File: src/rtl/load_store_unit_pkg.sv
// load_store_unit_pkg: funct3 access codes and the latched access descriptor
// shared by the load/store unit and its alignment datapath.
package load_store_unit_pkg;
    localparam logic [2:0] FNC_LB  = 3'b000;
    localparam logic [2:0] FNC_LH  = 3'b001;
    localparam logic [2:0] FNC_LW  = 3'b010;
    localparam logic [2:0] FNC_LBU = 3'b100;
    localparam logic [2:0] FNC_LHU = 3'b101;
    localparam logic [2:0] FNC_SB  = 3'b000;
    localparam logic [2:0] FNC_SH  = 3'b001;
    localparam logic [2:0] FNC_SW  = 3'b010;
    typedef struct packed {
        logic       is_store;
        logic [2:0] funct3;
        logic [1:0] off;
    } acc_t;
endpackage

File: src/rtl/lsu_align.sv
// lsu_align: store lane shift and byte enables, load lane select with
// sign/zero extension, and the misalignment check.
module lsu_align
    import load_store_unit_pkg::*;
(
    input  logic [2:0]  funct3_i,
    input  logic [1:0]  off_i,
    input  logic [31:0] store_data_i,
    input  logic [31:0] rdata_i,
    output logic [31:0] wdata_o,
    output logic [3:0]  be_o,
    output logic [31:0] rdata_o,
    output logic        misaligned_o
);
    logic [1:0]  size;
    logic        sext;
    logic [31:0] lane;
    always_comb begin
        size         = funct3_i[1:0];
        sext         = !(funct3_i inside {FNC_LBU, FNC_LHU});
        lane         = rdata_i >> {off_i, 3'b000};
        wdata_o      = store_data_i << {off_i, 3'b000};
        be_o         = size == FNC_SB[1:0] ? 4'b0001 << off_i :
                       size == FNC_SH[1:0] ? 4'b0011 << off_i : 4'b1111;
        // aligned words always have off_i == 0, so lane is the raw word
        rdata_o      = size == FNC_LB[1:0] ? {{24{sext & lane[7]}}, lane[7:0]} :
                       size == FNC_LH[1:0] ? {{16{sext & lane[15]}}, lane[15:0]} : lane;
        misaligned_o = (size == FNC_LH[1:0] && off_i[0]) ||
                       (size == FNC_LW[1:0] && off_i != 2'b00);
    end
endmodule

File: src/rtl/load_store_unit.sv
// load_store_unit: turns a memory-stage load/store into a req/gnt/rvalid
// transaction on the data-memory port, stalling the pipeline until done.
module load_store_unit
    import load_store_unit_pkg::*;
#(
    parameter int AWIDTH = 32,
    parameter int DWIDTH = 32
) (
    input  logic              clk,
    input  logic              rst,
    input  logic              mem_read,
    input  logic              mem_write,
    input  logic [2:0]        funct3,
    input  logic [AWIDTH-1:0] addr,
    input  logic [DWIDTH-1:0] store_data,
    output logic              stall,
    output logic              load_valid,
    output logic [DWIDTH-1:0] load_data,
    output logic              misaligned,
    output logic              dmem_req,
    output logic [3:0]        dmem_we,
    output logic [AWIDTH-1:0] dmem_addr,
    output logic [DWIDTH-1:0] dmem_wdata,
    input  logic              dmem_gnt,
    input  logic              dmem_rvalid,
    input  logic [DWIDTH-1:0] dmem_rdata
);
    typedef enum logic [1:0] {IDLE, REQ, WAIT, DONE} state_e;

    state_e            state_q, state_d;
    acc_t              acc_q, acc_d;
    logic [AWIDTH-3:0] addr_q, addr_d;
    logic [3:0]        we_q, we_d;
    logic [DWIDTH-1:0] wdata_q, wdata_d, ldata_q, ldata_d;
    logic              idle, mis;
    logic [2:0]        fnc;
    logic [1:0]        off;
    logic [3:0]        be;
    logic [DWIDTH-1:0] sh_wdata, ext_rdata;

    // store shaping uses the live instruction, load extension the latched one
    assign idle = state_q == IDLE;
    assign fnc  = idle ? funct3 : acc_q.funct3;
    assign off  = idle ? addr[1:0] : acc_q.off;

    lsu_align u_align (
        .funct3_i    (fnc),
        .off_i       (off),
        .store_data_i(store_data),
        .rdata_i     (dmem_rdata),
        .wdata_o     (sh_wdata),
        .be_o        (be),
        .rdata_o     (ext_rdata),
        .misaligned_o(mis)
    );

    always_comb begin
        state_d    = state_q;
        acc_d      = acc_q;
        addr_d     = addr_q;
        we_d       = we_q;
        wdata_d    = wdata_q;
        ldata_d    = ldata_q;
        stall      = 1'b0;
        misaligned = 1'b0;
        case (state_q)
            IDLE: if (mem_read || mem_write) begin
                misaligned = mis;
                stall      = !mis;
                if (!mis) begin
                    state_d = REQ;
                    acc_d   = acc_t'{mem_write, funct3, addr[1:0]};
                    addr_d  = addr[AWIDTH-1:2];
                    we_d    = mem_write ? be : 4'b0000;
                    wdata_d = mem_write ? sh_wdata : '0;
                end
            end
            REQ: begin
                stall = 1'b1;
                if (dmem_gnt) state_d = acc_q.is_store ? DONE : WAIT;
            end
            WAIT: begin
                stall = 1'b1;
                if (dmem_rvalid) begin
                    ldata_d = ext_rdata;
                    state_d = DONE;
                end
            end
            default: state_d = IDLE;
        endcase
    end

    always_ff @(posedge clk or posedge rst) begin
        if (rst) begin
            state_q <= IDLE;
            acc_q   <= '0;
            addr_q  <= '0;
            we_q    <= '0;
            wdata_q <= '0;
            ldata_q <= '0;
        end else begin
            state_q <= state_d;
            acc_q   <= acc_d;
            addr_q  <= addr_d;
            we_q    <= we_d;
            wdata_q <= wdata_d;
            ldata_q <= ldata_d;
        end
    end

    assign dmem_req   = state_q == REQ;
    assign dmem_we    = we_q;
    assign dmem_addr  = {addr_q, 2'b00};
    assign dmem_wdata = wdata_q;
    assign load_data  = ldata_q;
    assign load_valid = state_q == DONE && !acc_q.is_store;
endmodule

File: config.mk
export PLATFORM = sky130hd
export DESIGN_NAME = load_store_unit
export DESIGN_NICKNAME = d
export VERILOG_FILES = /design/src/rtl/load_store_unit_pkg.sv /design/src/rtl/lsu_align.sv /design/src/rtl/load_store_unit.sv
export SDC_FILE = /design/constraint.sdc
export NUM_CORES = 1
export LEC_CHECK = 0
export ABC_AREA = 1
export CORE_MARGIN = 1
export CORE_UTILIZATION = 30
export CTS_CLUSTER_SIZE = 20
export DETAILED_ROUTE_END_ITERATION = 8
export GPL_ROUTABILITY_DRIVEN = 1
export SETUP_SLACK_MARGIN = 0.5
export SYNTH_ARGS = -nofsm -noshare
export SYNTH_HDL_FRONTEND = slang
export SYNTH_HIERARCHICAL = 1
export SYNTH_SLANG_ARGS = --single-unit
export TNS_END_PERCENT = 10
File: constraint.sdc
create_clock -name clk -period 3.4 [get_ports clk]
set_input_delay 0.68 -clock clk [delete_from_list [all_inputs] [get_ports clk]]
set_output_delay 0.68 -clock clk [all_outputs]
set_load 0.05 [all_outputs]
Word-level counts from Yosys, hierarchy flattened
Index checks and enable logic that the tools add are counted.

Flip-flop bits (word level): 106. Memories: 0. Word-level logic and storage cells: 60. Input bits: 105. Output and inout port bits: 104. Memory bits (read-only): 0. RAM bits: 0. Latch bits: 0.

Equal/unequal tests: 11. Mux-type cells: 18. Bitwise operators: 3. Reduce and logical (&&, ||, !) cells: 16. $lt $le $gt $ge: 0. Add/sub/neg operators: 0. $mul: 0. Div/mod/pow operators: 0. Shifts and indexed selects: 4.

Operators by type and width (number): 32-bit 2-to-1 mux (3); 32-bit by 5-bit left shift with 32-bit output (1); 32-bit by 5-bit right shift with 32-bit output (1); 4-bit 2-to-1 mux (3); 2-bit 2-to-1 mux (5); 2-bit == test (second input constant) (3); 3-bit == test (second input constant) (2); 2-bit one-hot mux with 3 select lines (1); 2-bit by 1-bit == test with 1-bit output (second input constant) (2); 2-bit logical NOT (2); 1-bit 2-to-1 mux (4); 2-bit by 1-bit inequality test with 1-bit output (second input constant) (2); 2-bit inequality test (second input constant) (2); 4-bit AND reduction (1); 2-bit nonzero test (2); 1-bit by 2-bit left shift with 4-bit output (first input constant) (1); 2-bit by 2-bit left shift with 4-bit output (first input constant) (1); 1-bit logical AND (3); 1-bit logical NOT (3); 3-bit 2-to-1 mux (1); 3-bit AND reduction (1); 1-bit bitwise AND (2); 1-bit logical OR (2); 1-bit one-hot mux with 2 select lines (1); other kinds (3) (3).

Logic depth before layout (Yosys ltp)
Gate-level depths: netlist (run 1).

Depth after elaboration: 8. Gate-level depth with buffers: 18. Gate-level depth less buffers: 16.

Hierarchy
Netlist (run 1), hierarchy kept.

Modules (own cells, without submodules): load_store_unit (instances 1, seq. area each 2652.5 um^2, cells each 427, area an instance 4271.6 um^2); lsu_align (instances 1, seq. area each 0.0 um^2, cells each 282, area an instance 1468.9 um^2).

Worst setup path after synthesis (run 1)
No wires, ideal clock.

Path kind: reg2out. Start point: register state_q[0]. End point: output misaligned. Buffers on the path: 2. Cell stages (with the launch flop): 14. Slack: -0.474 ns. Arrival time: 3.194 ns. Required time: 2.720 ns. Path through: dfrtp_1 > inv_1 > ha_1 > clkinv_1 > o21ai_0 > inv_2 > buf_6 > buf_2 > ha_1 > inv_1 > nand3_1 > o21ai_0 > inv_1 > nor2_1.

Word-level cells in the longest chain between the ends: 7. Elaborated cells on any way between the ends: 11. Classes of those cells: eq/ne (2); mux (4); reduce/logical (5).

RTL lines: from (decl) (line load_store_unit.sv:30) `state_e state_q, state_d;`; from (signal assigned) (line load_store_unit.sv:102) `state_q <= state_d;`; 2-bit logical NOT (*) (line load_store_unit.sv:42) `assign idle = state_q == IDLE;`; 2-bit 2-to-1 mux (*) (line load_store_unit.sv:44) `assign off = idle ? addr[1:0] : acc_q.off;`; named net off[0] (line load_store_unit.sv:37) `logic [1:0] off;`; 2-bit nonzero test (line lsu_align.sv:29) `(size == FNC_LW[1:0] && off_i != 2'b00);`; 1-bit logical AND (line lsu_align.sv:29); 1-bit logical OR (*) (line lsu_align.sv:28) `misaligned_o = (size == FNC_LH[1:0] && off_i[0]) ||`; named net mis (line load_store_unit.sv:35) `logic idle, mis;`; 1-bit 2-to-1 mux (*) (line load_store_unit.sv:67) `IDLE: if (mem_read || mem_write) begin`; 1-bit 2-to-1 mux (*) (line load_store_unit.sv:66) `case (state_q)`; to (decl) (line load_store_unit.sv:19) `output logic misaligned,`.

The timed path passes the listed nets; every way through them passes the cells marked *.

Worst setup path in the final report (run 1)
Start point: input funct3[1]. End point: output stall.

Word-level cells in the longest chain between the ends: 7. Elaborated cells on any way between the ends: 9. Classes of those cells: eq/ne (2); mux (3); reduce/logical (4).

RTL lines: from (decl) (line load_store_unit.sv:13) `input logic [2:0] funct3,`; 3-bit 2-to-1 mux (*) (line load_store_unit.sv:43) `assign fnc = idle ? funct3 : acc_q.funct3;`; named net fnc[1] (line load_store_unit.sv:36) `logic [2:0] fnc;`; 2-bit by 1-bit == test with 1-bit output / 2-bit == test (equally long branches) (line lsu_align.sv:28, lsu_align.sv:29); 1-bit logical AND (on tied branches) (line lsu_align.sv:28, lsu_align.sv:29); 1-bit logical OR (*) (line lsu_align.sv:28); named net mis (line load_store_unit.sv:35); 1-bit logical NOT (*); 1-bit 2-to-1 mux (*) (line load_store_unit.sv:67); 1-bit one-hot mux with 2 select lines (*) (line load_store_unit.sv:66); to (decl) (line load_store_unit.sv:16) `output logic stall,`.

Marked as above.

==> flow_summary_export.csv, run 1 <==
group,metric,value,unit
power,ir_drop,0.767,mV
detailed_routing,wl,16.5,mm
worst_setup_path,crit_buf_inv,5,
floorplan,rows,50,
final_layout,drive_above_1_share,11.3,%
cts,cts_root_buf,"clkbuf_16",
worst_setup_path,crit_chain,"clkdlybuf4s50_1, inv_1, o21ai_2, inv_2, nand2_2, o21ai_4, inv_2, nand3_2, a21oi_4, buf_6",
detailed_routing,drc_errors,0,
placement,place_area,0.00797,mm^2
worst_hold_path,min_from,"addr_q[10]$_DFFE_PP0P_",
cts,cts_buffers,9,
status,status,"complete, no violations",
grt,overflow,0,
synthesis,yosys-top-cells-area,"dfrtp_1 46%, nand2_1 21%, mux2_2 6.3%, a21oi_1 2.8%, inv_1 2.4%",
synthesis,yosysUniqueCellTypes,34,
cts,ctsHoldBuffers,0,
grt,antenna_found_initial,0,
final_layout,finish.utilization,44.6,%
synthesis,synthesis.area,0.00574,mm^2
worst_setup_path,critPathKind,"input port to output port",
final_layout,multi_input_area,0.00274,mm^2
cts,cts_max_path_buffers,2,
placement,dp_hpwl,11.5,mm
worst_setup_path,crit_family,"buffers and inverters",
sta,finClkSkew,0.0121,ns
floorplan,fp.dieH,140,um
floorplan,start_util,30.7,%
final_layout,finalInstanceArea,0.00834,mm^2
worst_setup_path,r2r_end,"load_data[16]$_DFFE_PP0P_",
floorplan,die_x,140,um
cts,worstSkewPairLatency,0.35,ns
power,p_int,4540,uW
sta,fmax,0.361,GHz
worst_hold_path,worstHoldPathCells,2,
synthesis,async_flop_share,100,%
detailed_routing,ant_nets,0,
power,clockPowerShare,10.8,%
synthesis,synth_top_area_share,46.2,%
sta,worst_slack,0.626,ns
cts,clkSinkCount,106,
sta,period_share,81.6,%
detailed_routing,avgRoutedWirePerCell,14.5,um
worst_setup_path,reg2reg_depth,11,
detailed_routing,drt-vias-per-instance,4.62,
placement,dp_cells,1117,
final_layout,nets,1014,
worst_hold_path,hold_path_class,"flip-flop to flip-flop",
worst_setup_path,crit_arrival,2.09,ns
worst_hold_path,min_to,"addr_q[10]$_DFFE_PP0P_",
grt,grt_pass1_vias,5177,
synthesis,synthCells,709,
detailed_routing,dr.pass1.iters,5,
placement,gp_congestion,0.808,
cts,clk_pin_slew,0.08,ns
worst_setup_path,startpoint_type,"input port",
final_layout,fin_cells,1138,
power,combPwrFrac,67.6,%
sta,grt_setup_unrepaired,"false",
sta,tightest_slew,0.804,ns
worst_setup_path,crit_path_frequent_cell,"inv_2",
worst_setup_path,cp_data_required_time,2.72,ns
sta,relSlewSlack,46.2,%
worst_setup_path,cp_max_fo,5,
synthesis,avgSynthCellArea,8.10,um^2
sta,setup_tns,0,ns
floorplan,core,0.0187,mm^2
grt,gr-usage-all-layers,17.3,%
power,switching_share,52.6,%
synthesis,ys_top_cells_by_count,"316 x nand2_1, 106 x dfrtp_1, 36 x inv_1",
final_layout,n_antenna_cell,0,
synthesis,synth_edf_count,0,
power,p_sw,5050,uW
synthesis,synth-warning-count,6,
detailed_routing,dr.first_iter.drc_count,262,
worst_setup_path,worst_path_largest_cell_delay,0.46,ns
power,power_frac_seq,21.7,%
worst_setup_path,cp_slowest_cell,"clkdlybuf4s50_1",
grt,grt_pass1_wl,27.0,mm
worst_setup_path,reg2reg_slack,0.85,ns
sta,setup_viol,0,
detailed_routing,vias,5261,
floorplan,die_area,0.0197,mm^2
synthesis,synth-seq-cells,106,
sta,slew_viol_final,0,
final_layout,regArea,0.00265,mm^2
run,maxCapViolations,0,
synthesis,ys.flop_type,"dfrtp_1",
synthesis,synth_top_area_cell,"dfrtp_1",
floorplan,ios,209,
worst_setup_path,endpoint_kind,"output port",
synthesis,synth.most_common_cell,"nand2_1",
synthesis,ys_seq_area_share,46.2,%
grt,grt_max_degree,95,
power,p_per_area,1150,mW/mm^2
worst_setup_path,r2r_start,"state_q[0]$_DFFE_PP0P_",
sta,period_minus_slack,2.77,ns
sta,hold_viol_final,0,
cts,cts_tree,"built",
power,leakage,0.00408,uW
cts,cts.htree.levels,3,
placement,pre_cts_ws,0.241,ns
final_layout,n_fill_cell,1884,
placement,port_buffers,206,
final_layout,syn2layout_area_growth,45.3,%
[cell families (layout without fill, tap and decap cells)]
kind of cell / Yosys count / after routing / synth area share (%)
and+or+nand+nor: 379 / 379 / 27.0
AOI/OAI and AO/OA: 89 / 89 / 9.13
buffers and inverters: 84 / 278 / 7.76
DFF: 106 / 106 / 46.2
adders and majority gates: 10 / 10 / 2.18
other: 1 / 2 / 0.0653
muxes: 40 / 40 / 7.67
[timing repair]
item	in CTS	in global routing
endpoints found under the setup margin	2	2
gates cloned	0	0
pin swaps	3	2
buffers inserted	3	2
resized for setup	10	11
[power groups by stage]
stage               Sequential, uW  Clock [uW]  Combinational [uW]
floorplan                     3690           0                3080
global placement              2100           0                6340
detailed placement            2100           0                6370
CTS                           2090        1070                6460
global route                  2150        1110                7080
finish                        2080        1030                6480
[area by class of cell]
type | count | share of cell area [%]
clock inverters | 7 | 0.690
multi-input cells | 520 | 32.9
flip-flops and latches | 106 | 31.8
inverters | 40 | 1.94
clock buffers | 9 | 2.70
repair buffers | 222 | 26.5
well taps | 234 | 3.51
[metal layers]
| metal | GRT usage (%) | up-vias | share of wire, % |
|---|---|---|---|
| met5 | 0 | - | 0 |
| li1 | - | 2642 | - |
| met4 | 4.63 | 0 | 1.3 |
| met1 | 24.2 | 2429 | 48 |
| met2 | 26.6 | 175 | 44 |
| met3 | 4.00 | 15 | 6.4 |
[worst max-delay path by stage]
stage / startpoint / end / slack [ns] / depth (start not counted)
detailed placement: addr[0] / stall / 0.24 / 12
global route: state_q[0]$_DFFE_PP0P_ / stall / 0.51 / 14
global placement: addr[0] / stall / 0.26 / 12
CTS: addr[1] / stall / 0.50 / 12
finish: funct3[1] / stall / 0.63 / 10
floorplan: addr[0] / misaligned / 0.36 / 11
[sequential cells by signal, indices dropped and copies added (netlist names)]
name        flops
dmem_wdata     32
dmem_we         4
load_data      32
state_q         2
addr_q         30
acc_q           6
[worst min-delay path: cells and delay by family (launching register included)]
kind | cells | cell delay (ns)
AND/OR/NAND/NOR | 2 | 0.11
flip-flops | 1 | 0.34
[placed cells by master, fill, tap and decap left out, types with 8 or more instances in the layout]
cell,n
a22oi_1,16
buf_4,15
nand2_1,313
inv_2,10
clkbuf_16,9
clkdlybuf4s50_1,202
a21oi_1,31
nand3_1,23
o21ai_0,20
dfrtp_1,106
inv_1,28
o211ai_1,10
ha_1,9
mux2_2,32
nor2_1,22
mux2i_1,8
[metrics by stage]
stage,total power (uW),hold WS (ns)
global placement,8440,0.461
floorplan,6770,0.453
finish,9590,0.481
detailed placement,8470,0.464
CTS,9610,0.485
global route,10300,0.503
Power figures use the tool's default switching activity.
==> inputs of run 2 (changes only) <==
==> constraint.sdc (replaced) <==
create_clock -name clk -period 2.5 [get_ports clk]
set_input_delay 0.5 -clock clk [delete_from_list [all_inputs] [get_ports clk]]
set_output_delay 0.5 -clock clk [all_outputs]
set_load 0.05 [all_outputs]
==> flow_summary_export.csv, run 2 (same netlist as run 1, synthesis figures left out) <==
group,metric,value,unit
floorplan,ios,209,
grt,grt_pass1_wl,28.5,mm
placement,port_buffers,206,
cts,worstSkewPairLatency,0.36,ns
sta,tightest_slew,0.592,ns
detailed_routing,drc_errors,0,
floorplan,fp.dieH,140,um
floorplan,rows,50,
worst_setup_path,cp_data_required_time,2.00,ns
final_layout,finalInstanceArea,0.00904,mm^2
sta,setup_viol,2,
sta,slew_viol_final,0,
placement,dp_hpwl,12.4,mm
placement,gp_congestion,0.825,
cts,cts_max_path_buffers,2,
power,leakage,0.00474,uW
sta,hold_viol_final,0,
grt,grt_pass1_vias,5313,
worst_setup_path,critPathKind,"flip-flop to output port",
sta,grt_setup_unrepaired,"true",
status,violations,"setup timing",
detailed_routing,ant_nets,0,
cts,cts_root_buf,"clkbuf_16",
final_layout,nets,1051,
worst_setup_path,cp_slowest_cell,"dfrtp_1",
worst_setup_path,crit_family,"buffers and inverters",
floorplan,core,0.0187,mm^2
floorplan,die_area,0.0197,mm^2
final_layout,n_fill_cell,1848,
detailed_routing,wl,18.3,mm
final_layout,n_antenna_cell,0,
final_layout,regArea,0.00265,mm^2
worst_setup_path,crit_chain,"inv_2, ha_4, clkinv_8, nand2_2, o21ai_4, inv_4, ha_4, inv_2, nand3_2, o21ai_2, inv_2, nand3_2, a21oi_4, buf_6",
sta,relSlewSlack,60.7,%
cts,ctsHoldBuffers,0,
final_layout,multi_input_area,0.00303,mm^2
worst_setup_path,cp_max_fo,10,
worst_setup_path,endpoint_kind,"output port",
detailed_routing,dr.first_iter.drc_count,252,
sta,period_share,103,%
detailed_routing,dr.pass1.iters,4,
worst_setup_path,worst_path_largest_cell_delay,0.39,ns
worst_setup_path,crit_buf_inv,6,
detailed_routing,avgRoutedWirePerCell,15.6,um
placement,place_area,0.00820,mm^2
cts,cts_buffers,9,
cts,clkSinkCount,106,
placement,pre_cts_ws,-0.107,ns
floorplan,start_util,30.7,%
sta,finClkSkew,0.0149,ns
sta,period_minus_slack,2.58,ns
cts,cts_tree,"built",
final_layout,drive_above_1_share,20.9,%
power,finalPower,14300,uW
sta,worst_slack,-0.0790,ns
worst_setup_path,crit_path_frequent_cell,"inv_2",
grt,gr-usage-all-layers,18.5,%
final_layout,layout_commonest_cell,"nand2_1",
placement,dp_cells,1137,
cts,cts.htree.levels,3,
worst_setup_path,startpoint_type,"flip-flop",
worst_setup_path,crit_arrival,2.08,ns
final_layout,mostFrequentLayoutCells,"277 x nand2_1, 106 x dfrtp_1, 104 x clkdlybuf4s50_1",
sta,fmax,0.388,GHz
floorplan,die_x,140,um
worst_hold_path,hold_path_class,"flip-flop to flip-flop",
final_layout,fin_cells,1175,
grt,grt_max_degree,58,
detailed_routing,vias,5449,
final_layout,syn2layout_area_growth,57.5,%
run,maxCapViolations,0,
grt,antenna_found_initial,0,
power,p_per_area,1580,mW/mm^2
detailed_routing,drt-vias-per-instance,4.64,
cts,clk_pin_slew,0.08,ns
grt,overflow,0,
power,ir_drop,0.896,mV
status,status,"finished, violations left",
run 2: final cells by class:
class | instances | area share (%)
clock buffers | 9 | 2.49
inverters | 40 | 1.98
flip-flops and latches | 106 | 29.3
clock inverters | 7 | 0.803
repair buffers | 257 | 28.7
multi-input cells | 522 | 33.5
well taps | 234 | 3.24
run 2: repair_timing:
item                       4_1_cts  5_1_grt
hold endpoints to repair         0        0
pin swaps                       23       12
resized for setup              185       43
setup endpoints to repair      206      106
buffers inserted                 7        7
gates cloned                     3        5
run 2: final timing paths:
check	start	to	slack (ns)	cells past startpoint
max	state_q[0]$_DFFE_PP0P_	stall	-0.08	14
min	addr_q[21]$_DFFE_PP0P_	addr_q[21]$_DFFE_PP0P_	0.48	2
max reg2reg	state_q[0]$_DFFE_PP0P_	dmem_we[1]$_DFFE_PP0P_	0.26	17
min reg2reg	addr_q[21]$_DFFE_PP0P_	addr_q[21]$_DFFE_PP0P_	0.48	2
max in group asynchronous	rst	load_data[1]$_DFFE_PP0P_	1.36	3
min in group asynchronous	rst	dmem_wdata[15]$_DFFE_PP0P_	0.51	2
run 2: metal layers:
metal / vias up / global-route usage (%) / routed length [um]
met5: - / 0 / 0
met4: 0 / 5.49 / 238
met3: 18 / 5.20 / 1370
met2: 156 / 28.4 / 8290
met1: 2545 / 25.2 / 8410
li1: 2730 / - / -
run 2: power breakdown:
group          total (uW)  internal [uW]  switching [uW]
Combinational       10000           3610            6420
Clock                1450            707             740
Sequential           2820           2440             376
Total               14300           6760            7530
run 2: tightest hold or removal path: stages (launching register included):
cell and delay [ns]:
dfrtp_1 0.34, nand2_1 0.05, nand2_1 0.05
run 2: stage by stage:
step / TNS, ns / hold WS [ns] / util [%]
finish: -0.0914 / 0.476 / 48.3
global route: -0.299 / 0.499 / 48.3
CTS: -0.183 / 0.479 / 46.7
detailed placement: -2.56 / 0.465 / 43.8
global placement: -1.76 / 0.462 / 43.8
floorplan: -0.225 / 0.453 / -
==> inputs of run 3 (changes only) <==
--- a/config.mk
+++ b/config.mk
@@ -11,6 +11,7 @@
 export CTS_CLUSTER_SIZE = 20
 export DETAILED_ROUTE_END_ITERATION = 8
 export GPL_ROUTABILITY_DRIVEN = 1
+export MAX_ROUTING_LAYER = met4
 export SETUP_SLACK_MARGIN = 0.5
 export SYNTH_ARGS = -nofsm -noshare
 export SYNTH_HDL_FRONTEND = slang
==> flow_summary_export.csv, run 3 (same netlist as run 1, synthesis figures left out) <==
group,metric,value,unit
floorplan,core,0.0187,mm^2
worst_hold_path,hold_path_class,"flip-flop to flip-flop",
final_layout,mostFrequentLayoutCells,"276 x nand2_1, 106 x dfrtp_1, 104 x clkdlybuf4s50_1",
worst_setup_path,r2r_end,"dmem_we[1]$_DFFE_PP0P_",
power,p_int,6770,uW
worst_setup_path,worstSetupEndpoint,"stall",
power,clockPowerShare,10.1,%
placement,dp_cells,1137,
grt,grt_max_degree,58,
power,p_per_area,1580,mW/mm^2
sta,worst_slack,-0.0779,ns
worst_setup_path,endpoint_kind,"output port",
cts,cts.htree.levels,3,
placement,pre_cts_ws,-0.107,ns
final_layout,n_antenna_cell,0,
cts,ctsHoldBuffers,0,
detailed_routing,ant_nets,0,
cts,clkSinkCount,106,
floorplan,die_x,140,um
floorplan,ios,209,
worst_setup_path,crit_arrival,2.08,ns
cts,worstSkewPairLatency,0.36,ns
final_layout,fin_cells,1178,
sta,period_minus_slack,2.58,ns
detailed_routing,drt-vias-per-instance,4.66,
power,ir_drop,0.896,mV
detailed_routing,avgRoutedWirePerCell,15.5,um
run,maxCapViolations,0,
sta,tightest_slew,0.567,ns
status,status,"finished, violations left",
worst_setup_path,r2r_start,"state_q[0]$_DFFE_PP0P_",
final_layout,drive_above_1_share,21.3,%
worst_setup_path,cp_max_fo,10,
sta,setup_viol,2,
final_layout,n_fill_cell,1847,
grt,antenna_found_initial,0,
placement,dp_hpwl,12.4,mm
final_layout,layout_commonest_cell,"nand2_1",
detailed_routing,dr.first_iter.drc_count,301,
grt,overflow,0,
power,finalPower,14300,uW
power,combPwrFrac,70.2,%
worst_setup_path,cp-startpoint,"state_q[0]$_DFFE_PP0P_",
power,p_sw,7530,uW
placement,gp_congestion,0.839,
floorplan,fp.dieH,140,um
sta,relSlewSlack,61.8,%
final_layout,finish.utilization,48.4,%
cts,cts_max_path_buffers,2,
detailed_routing,dr.pass1.iters,5,
worst_setup_path,reg2reg_slack,0.26,ns
status,violations,"setup timing",
placement,port_buffers,206,
floorplan,die_area,0.0197,mm^2
power,leakage,0.00475,uW
final_layout,syn2layout_area_growth,57.8,%
floorplan,start_util,30.7,%
power,power_frac_seq,19.7,%
sta,hold_viol_final,0,
sta,fmax,0.388,GHz
worst_setup_path,critPathKind,"flip-flop to output port",
cts,clk_pin_slew,0.08,ns
sta,finClkSkew,0.0138,ns
floorplan,rows,50,
worst_setup_path,cp_data_required_time,2.00,ns
detailed_routing,drc_errors,0,
detailed_routing,wl,18.2,mm
sta,slew_viol_final,0,
cts,cts_tree,"built",
grt,grt_pass1_vias,5311,
cts,cts_root_buf,"clkbuf_16",
cts,cts_buffers,9,
detailed_routing,vias,5490,
sta,grt_setup_unrepaired,"true",
power,switching_share,52.6,%
grt,gr-usage-all-layers,19.1,%
sta,period_share,103,%
final_layout,nets,1054,
grt,grt_pass1_wl,28.5,mm
worst_setup_path,startpoint_type,"flip-flop",
worst_setup_path,reg2reg_depth,17,
run 3: cell count changes in the layout (fill, tap and decap cells not counted):
cell / previous run / this run
nand2_1: 277 / 276
mux2_4: 5 / 4
mux2_2: 27 / 28
buf_4: 28 / 31
nand2_2: 36 / 37
run 3: per-stage QoR:
stage               TNS (ns)  instance area [um^2]  hold slack [ns]
finish               -0.0909                  9060            0.476
global placement       -1.76                  8200            0.462
floorplan             -0.225                  5840            0.453
detailed placement     -2.56                  8200            0.465
CTS                   -0.183                  8740            0.479
global route          -0.299                  9060            0.499
run 3: power groups by stage:
| stage | registers [uW] | logic [uW] | clock network [uW] |
|---|---|---|---|
| 2_1_floorplan | 5030 | 4270 | 0 |
| 3_3_place_gp | 2860 | 9060 | 0 |
| 3_5_place_dp | 2860 | 9120 | 0 |
| 4_1_cts | 2820 | 9510 | 1490 |
| 5_1_grt | 2910 | 10900 | 1560 |
| 6_report | 2820 | 10000 | 1440 |
run 3: cell type report:
| class | count | area (um^2) | share of cell area [%] |
|---|---|---|---|
| multi-input combinational | 522 | 3030 | 33.4 |
| sequential | 106 | 2650 | 29.3 |
| timing repair buffer | 260 | 2610 | 28.8 |
| tap | 234 | 293 | 3.23 |
| clock buffer | 9 | 225 | 2.49 |
| inverter | 40 | 179 | 1.97 |
| clock inverter | 7 | 72.6 | 0.801 |
run 3: what timing repair did:
item / in CTS / in global routing
pin swaps: 23 / 12
cloned: 3 / 5
gates resized for setup: 185 / 43
buffers inserted: 7 / 10
setup endpoints to repair: 206 / 106
run 3: worst max-delay path, stage by stage (launching register included):
cell,delay (ns)
dfrtp_1,0.39
inv_2,0.09
ha_4,0.17
clkinv_8,0.08
nand2_2,0.08
o21ai_4,0.06
inv_4,0.06
ha_4,0.12
inv_2,0.03
nand3_2,0.05
o21ai_2,0.07
inv_2,0.09
nand3_2,0.09
a21oi_4,0.15
buf_6,0.17
run 3: metal layers:
layer	GRT usage, %	vias to the layer above	routed length, um	part of all wire, %
met5	-	-	0	0
met4	5.49	0	244	1.3
met3	4.68	20	1330	7.3
met2	28.4	180	8250	45
met1	25.6	2563	8410	46
li1	-	2727	-	-
run 3: worst min path at each step:
stage,from,to,slack [ns],depth (start not counted)
after floorplan,acc_q[1]$_DFFE_PP0P_,acc_q[1]$_DFFE_PP0P_,0.45,2
after global placement,dmem_wdata[23]$_DFFE_PP0P_,dmem_wdata[23]$_DFFE_PP0P_,0.46,2
after detailed placement,addr_q[23]$_DFFE_PP0P_,addr_q[23]$_DFFE_PP0P_,0.46,2
after CTS,dmem_we[2]$_DFFE_PP0P_,dmem_we[2]$_DFFE_PP0P_,0.48,2
after global routing,addr_q[20]$_DFFE_PP0P_,addr_q[20]$_DFFE_PP0P_,0.50,2
final,addr_q[21]$_DFFE_PP0P_,addr_q[21]$_DFFE_PP0P_,0.48,2
